--- src/rtl/mem_access_unit.sv ---
// rtl/mem_access_unit.sv - handshaken memory-access sequencer (word/byte, indirect, timeout)
module mem_access_unit #(
   parameter int WIDTH    = 16,
   parameter int MAX_WAIT = 255
) (
   input  logic               clk,
   input  logic               rst_n,
   input  logic               req_valid,
   output logic               req_ready,
   input  logic [1:0]         req_op,
   input  logic               req_indirect,
   input  logic               req_sext,
   input  logic [WIDTH-1:0]   req_addr,
   input  logic [WIDTH-1:0]   req_wdata,
   output logic               rsp_valid,
   output logic [WIDTH-1:0]   rsp_rdata,
   output logic               rsp_error,
   output logic [WIDTH-1:0]   mem_address,
   output logic [WIDTH-1:0]   mem_wdata,
   input  logic [WIDTH-1:0]   mem_rdata,
   output logic               mem_read,
   output logic               mem_write,
   output logic [WIDTH/8-1:0] mem_byte_enable,
   input  logic               mem_resp
);
   localparam int L   = WIDTH / 8;
   localparam int OFF = $clog2(L);
   localparam int CW  = (MAX_WAIT > 1) ? $clog2(MAX_WAIT + 1) : 1;
   localparam logic [CW-1:0] MAX_CNT = CW'(MAX_WAIT);

   localparam logic [1:0] S_IDLE   = 2'd0;
   localparam logic [1:0] S_PTR    = 2'd1;
   localparam logic [1:0] S_ACCESS = 2'd2;
   localparam logic [1:0] S_RESP   = 2'd3;

   // op[0]: store, op[1]: byte
   logic [1:0]       state_q, state_d;
   logic [1:0]       op_q, op_d;
   logic             sext_q, sext_d;
   logic [WIDTH-1:0] mar_q, mar_d;
   logic [WIDTH-1:0] mdr_q, mdr_d;
   logic [CW-1:0]    cnt_q, cnt_d;
   logic             req_ready_q, req_ready_d;
   logic             rsp_valid_q, rsp_valid_d;
   logic [WIDTH-1:0] rsp_rdata_q, rsp_rdata_d;
   logic             rsp_error_q, rsp_error_d;
   logic [WIDTH-1:0] mem_address_q, mem_address_d;
   logic [WIDTH-1:0] mem_wdata_q, mem_wdata_d;
   logic             mem_read_q, mem_read_d;
   logic             mem_write_q, mem_write_d;
   logic [L-1:0]     mem_be_q, mem_be_d;

   logic             timeout;
   logic             req_misaligned;
   logic             ptr_misaligned;
   logic [7:0]       load_byte;
   logic [WIDTH-1:0] load_data;
   logic             go_access;
   logic [WIDTH-1:0] acc_addr;
   logic [WIDTH-1:0] acc_wdata;
   logic [1:0]       acc_op;

   assign timeout        = (MAX_WAIT != 0) && ((cnt_q + CW'(1)) == MAX_CNT);
   assign req_misaligned = (req_addr[OFF-1:0] != '0) && (!req_op[1] || req_indirect);
   assign ptr_misaligned = (mem_rdata[OFF-1:0] != '0) && !op_q[1];
   assign load_byte      = 8'(mem_rdata >> {mar_q[OFF-1:0], 3'b000});
   assign load_data      = !op_q[1] ? mem_rdata :
                           sext_q   ? {{(WIDTH-8){load_byte[7]}}, load_byte} :
                                      {{(WIDTH-8){1'b0}}, load_byte};

   always_comb begin
      state_d       = state_q;
      op_d          = op_q;
      sext_d        = sext_q;
      mar_d         = mar_q;
      mdr_d         = mdr_q;
      cnt_d         = cnt_q;
      rsp_valid_d   = 1'b0;
      rsp_rdata_d   = rsp_rdata_q;
      rsp_error_d   = rsp_error_q;
      mem_address_d = mem_address_q;
      mem_wdata_d   = mem_wdata_q;
      mem_read_d    = mem_read_q;
      mem_write_d   = mem_write_q;
      mem_be_d      = mem_be_q;
      go_access     = 1'b0;
      acc_addr      = mar_q;
      acc_op        = op_q;
      acc_wdata     = mdr_q;

      case (state_q)
         S_IDLE: begin
            if (req_valid) begin
               op_d   = req_op;
               sext_d = req_sext;
               mar_d  = req_addr;
               mdr_d  = req_wdata;
               if (req_misaligned) begin
                  state_d     = S_RESP;
                  rsp_valid_d = 1'b1;
                  rsp_error_d = 1'b1;
                  rsp_rdata_d = '0;
               end else if (req_indirect) begin
                  state_d       = S_PTR;
                  cnt_d         = '0;
                  mem_read_d    = 1'b1;
                  mem_address_d = {req_addr[WIDTH-1:OFF], {OFF{1'b0}}};
                  mem_be_d      = '1;
               end else begin
                  go_access = 1'b1;
                  acc_addr  = req_addr;
                  acc_op    = req_op;
                  acc_wdata = req_wdata;
               end
            end
         end
         S_PTR, S_ACCESS: begin
            if (mem_resp && state_q == S_PTR && !ptr_misaligned) begin
               go_access = 1'b1;
               acc_addr  = mem_rdata;
            end else if (mem_resp || timeout) begin
               // Response wins over a timeout landing on the same cycle
               state_d     = S_RESP;
               rsp_valid_d = 1'b1;
               rsp_error_d = !mem_resp || state_q == S_PTR;
               rsp_rdata_d = (mem_resp && state_q == S_ACCESS && !op_q[0]) ? load_data : '0;
               mem_read_d  = 1'b0;
               mem_write_d = 1'b0;
               mem_be_d    = '0;
            end else begin
               cnt_d = cnt_q + CW'(1);
            end
         end
         default: state_d = S_IDLE;
      endcase

      if (go_access) begin
         state_d       = S_ACCESS;
         cnt_d         = '0;
         mar_d         = acc_addr;
         mem_address_d = {acc_addr[WIDTH-1:OFF], {OFF{1'b0}}};
         mem_read_d    = !acc_op[0];
         mem_write_d   = acc_op[0];
         mem_wdata_d   = acc_op[1] ? {L{acc_wdata[7:0]}} : acc_wdata;
         mem_be_d      = (acc_op == 2'b11) ? (L'(1) << acc_addr[OFF-1:0]) : '1;
      end

      req_ready_d = (state_d == S_IDLE);
   end

   always_ff @(posedge clk or negedge rst_n) begin
      if (!rst_n) begin
         state_q       <= S_IDLE;
         op_q          <= '0;
         sext_q        <= 1'b0;
         mar_q         <= '0;
         mdr_q         <= '0;
         cnt_q         <= '0;
         req_ready_q   <= 1'b1;
         rsp_valid_q   <= 1'b0;
         rsp_rdata_q   <= '0;
         rsp_error_q   <= 1'b0;
         mem_address_q <= '0;
         mem_wdata_q   <= '0;
         mem_read_q    <= 1'b0;
         mem_write_q   <= 1'b0;
         mem_be_q      <= '0;
      end else begin
         state_q       <= state_d;
         op_q          <= op_d;
         sext_q        <= sext_d;
         mar_q         <= mar_d;
         mdr_q         <= mdr_d;
         cnt_q         <= cnt_d;
         req_ready_q   <= req_ready_d;
         rsp_valid_q   <= rsp_valid_d;
         rsp_rdata_q   <= rsp_rdata_d;
         rsp_error_q   <= rsp_error_d;
         mem_address_q <= mem_address_d;
         mem_wdata_q   <= mem_wdata_d;
         mem_read_q    <= mem_read_d;
         mem_write_q   <= mem_write_d;
         mem_be_q      <= mem_be_d;
      end
   end

   assign req_ready       = req_ready_q;
   assign rsp_valid       = rsp_valid_q;
   assign rsp_rdata       = rsp_rdata_q;
   assign rsp_error       = rsp_error_q;
   assign mem_address     = mem_address_q;
   assign mem_wdata       = mem_wdata_q;
   assign mem_read        = mem_read_q;
   assign mem_write       = mem_write_q;
   assign mem_byte_enable = mem_be_q;
endmodule

--- config.mk ---
export PLATFORM = sky130hd
export DESIGN_NAME = mem_access_unit
export DESIGN_NICKNAME = d
export VERILOG_FILES = /design/src/rtl/mem_access_unit.sv
export SDC_FILE = /design/constraint.sdc
export NUM_CORES = 1
export LEC_CHECK = 0
export ABC_AREA = 1
export CORE_MARGIN = 8
export CORE_UTILIZATION = 53
export CTS_BUF_LIST = sky130_fd_sc_hd__clkbuf_8
export CTS_CLUSTER_DIAMETER = 60
export DETAILED_ROUTE_END_ITERATION = 16
export GPL_ROUTABILITY_DRIVEN = 0
export PLACE_DENSITY_LB_ADDON = 0.05
export SLEW_MARGIN = 15
export SYNTH_ARGS = -nofsm -noshare
export SYNTH_HDL_FRONTEND = slang
export SYNTH_SLANG_ARGS = --single-unit
--- constraint.sdc ---
create_clock -name clk -period 3.26 [get_ports clk]
set_clock_uncertainty 0.2 [all_clocks]
set_input_delay 0.652 -clock clk [delete_from_list [all_inputs] [get_ports clk]]
set_output_delay 0.652 -clock clk [all_outputs]
set_load 0.05 [all_outputs]
==> metrics.md <==
| Metric | Value |
|---|---|
| Measured slew at the worst slew-check pin | 0.957 ns |
| IO Pins | 111 |
| Kind of critical path | input port to flip-flop |
| Tot GR Track Use | 22.2% |
| Vias | 4643 |
| Post-layout min period | 2.69 ns |
| Fin. Hold Viols | 0 |
| Slowest CP cell | clkdlybuf4s50_1 |
| RSZ-0062 raised after global routing | no |
| Power density over the cells | 1000 nW/um2 |
| Cell row count | 35 |
| Vias per cell | 5.49 |
| Busiest grt layer | met2 |
| Pins Over Slew Limit | 0 |
| N_diodes | 0 |
| Clock tree from TritonCTS | done |
| Post-synth EDFFs | 0 |
| Ys async rst share | 100% |
| Leak | 3.01 nW |
| Max incr delay on CP | 0.53 ns |
| Peak VDD IR | 0.623 mV |
| CTS root buffer | clkbuf_8 |
| Post-synth top area cell | dfrtp_1 |
| Drt wl/cell | 16.3 um |
| Share of cells above drive strength 1 | 7.08% |
| Slew margin rel. | 36.2% |
| CTS resizes | 0 |
| Core ar. | 9200 um2 |
| CTS max path bufs | 2 |
| Crit share post-route | 82.6% |
| Post-CTS Setup Bufs | 0 |
| Mapped Avg Cell Area | 7.96 um2 |
| Die height | 113 um |
| Tightest Hold Check Type | input port to asynchronous set/reset pin |
| Layout Cells excl Fill | 845 |
| FF+latch count, synth | 99 |
| Register area | 2480 um2 |
| Clock-pin slew of the registers on the worst-case setup and hold paths | 0.10 ns |
| Post-Syn Area | 4980 um2 |
| GRT overflow | 0 |
| Dpl hpwl | 10400 um |
| GRT met1 Usage | 28.6% |
| Critical R2R Launch | state_q[0]$_DFF_PN0_ |
| # hold bufs at CTS | 0 |
| Status | complete, no violations |
| Met2 Use GR | 36.6% |
| Starting Density | 54.2% |
| Count of cell types in the netlist | 31 |
| Global-route wire length before repair | 22900 um |
| Clk_lat worst skew | 0.37 ns |
| Final wirelength | 13700 um |
| P&R area growth vs syn | 27.2% |
| Most used flip-flop cell after synthesis | dfrtp_1 |
| Nets | 791 |
| Htree depth | 3 |
| Worst Setup SP | req_indirect |
| Required time of the worst setup path | 3.30 ns |
| Setup_tns | 0 ns |
| Area share of the largest cell type after synthesis | 49.2% |
| Met3 usage | 4.90% |
| Horiz. Die Dim | 113 um |
| ANT nets after route | 0 |
| Crit path arrival time | 2.73 ns |
| Largest net degree at the start of global routing | 79 |
| Fillers | 730 |
| Port Buf Inserts | 109 |
| Initial DRC count | 388 |
| Crit end category | flip-flop |
| Clk sinks | 99 |
| CTS buffer count | 9 |
| Post-Synthesis Cells | 626 |
| Die ar. | 12800 um2 |
| Max_cap viols | 0 |
| Dominant cells by area after synthesis | dfrtp_1 (49%), nand2_1 (17%), o21ai_0 (5.4%) |
| Mapped Nets | 688 |
| Initial antenna violation count | 0 |
| Syn. warnings | 0 |
| Post-synthesis sequential area ratio | 49.7% |
| First-pass DRT Iterations | 5 |
| Area of the multi-input gates | 2160 um2 |
| Final setup viols | 0 |
| Dpl cells | 829 |
| DR DRC count | 0 |
| Critical path peak fanout | 31 |
| Vias in the first global route | 4610 |
| Fmax achieved | 371 MHz |
| Crit path launch type | input port |
| Critical-path cell list | clkdlybuf4s50_1 > inv_2 > nand2_1 > nand2_1 > nand3_2 > buf_4 > inv_1 > nor2_1 > inv_2 > a22oi_1 > a31oi_1 |
| R2r setup slk | 0.63 ns |
[worst max-delay path, delay by kind of cell]
family / cells / cell delay (ns)
buf+inv: 5 / 1.19
compound gates: 2 / 0.45
simple gates: 4 / 0.43
[cells by family after synthesis]
logic type	synth area share, %
simple gates	23.5
compound gates	18.0
flops	49.7
buf+inv	7.16
fa+ha+maj	1.51
other cells	0.0753
[power by group]
group / switching, W / internal (W) / leakage, nW
sequential: 0.000318 / 0.00174 / 1.26
clock: 0.000461 / 0.000306 / 0.0868
combinational: 0.00241 / 0.00111 / 1.67
[placed cells by master (no fill, tap or decap), types with 6 or more instances in the layout]
cell and instances:
dfrtp_1 98, a22oi_1 11, clkbuf_8 10, nand3_1 25
o21ai_0 54, a21oi_1 14, a31oi_1 8, nand2_1 225
o221ai_1 7, clkdlybuf4s50_1 108, o21ai_1 20, o21bai_1 10
buf_4 12, nand4_1 9, nor2_1 28, o21ai_2 6
inv_1 49, ha_1 6, o211ai_1 7
[registers in the layout, indices dropped and copies added (netlist names), 2 cells and up]
register / flops
cnt_q: 8
mar_q: 16
mdr_q: 16
mem_address: 15
mem_byte_enable: 2
mem_wdata: 16
op_q: 2
rsp_rdata: 16
state_q: 2
[cell usage after synthesis, types with 2 or more instances]
cell,count
o21ai_0,54
o31ai_1,2
o21ai_2,7
nor2_1,28
inv_2,5
buf_6,2
o21bai_1,10
o21ai_1,20
ha_1,6
nand4_1,9
nand2_2,4
a21oi_1,14
dfrtp_1,98
a21oi_4,3
o221ai_1,7
o211ai_1,7
nand3_1,25
nand2_1,225
buf_4,5
buf_2,8
clkbuf_1,12
inv_1,49
a31oi_1,8
a22oi_1,11
[worst paths after layout]
path / end / cells past startpoint
worst max-delay path: mar_q[5]$_DFFE_PN0P_ / 11
worst min register to register: mem_wdata[1]$_DFFE_PN0P_ / 2
worst max register to register: rsp_rdata[2]$_DFFE_PN0P_ / 10
min in group clk: mem_wdata[1]$_DFFE_PN0P_ / 2
worst min-delay path: cnt_q[4]$_DFFE_PN0P_ / 1
max in group asynchronous: mar_q[13]$_DFFE_PN0P_ / 2
[per-layer routing]
| metal | up-vias | routed length (um) |
|---|---|---|
| li1 | 2247 | - |
| met1 | 2200 | 5870 |
| met2 | 171 | 6670 |
| met3 | 25 | 992 |
| met4 | 0 | 202 |
| met5 | - | 0 |
[area by class of cell]
cell class                      count  area share [%]
Sequential cell                    99            39.1
Multi-Input combinational cell    444            34.1
Timing Repair Buffer              120            18.5
Inverter                           55            3.26
Tap cell                          111            2.19
Clock buffer                       10            2.17
Clock inverter                      6           0.750
[metrics by stage]
stage | setup slack [ns] | hold slack (ns) | total power (W) | cell area (um2) | util (%)
after floorplan | 1.16 | 0.156 | 0.00452 | 4980 | -
after global placement | 0.266 | 0.256 | 0.00548 | 6150 | 66.8
after detailed placement | 0.226 | 0.263 | 0.00557 | 6150 | 66.8
after CTS | 0.495 | 0.267 | 0.00633 | 6330 | 68.9
after global routing | 0.438 | 0.309 | 0.00677 | 6340 | 68.9
final | 0.566 | 0.231 | 0.00634 | 6340 | 68.9
(Power assumes the default switching activity.)
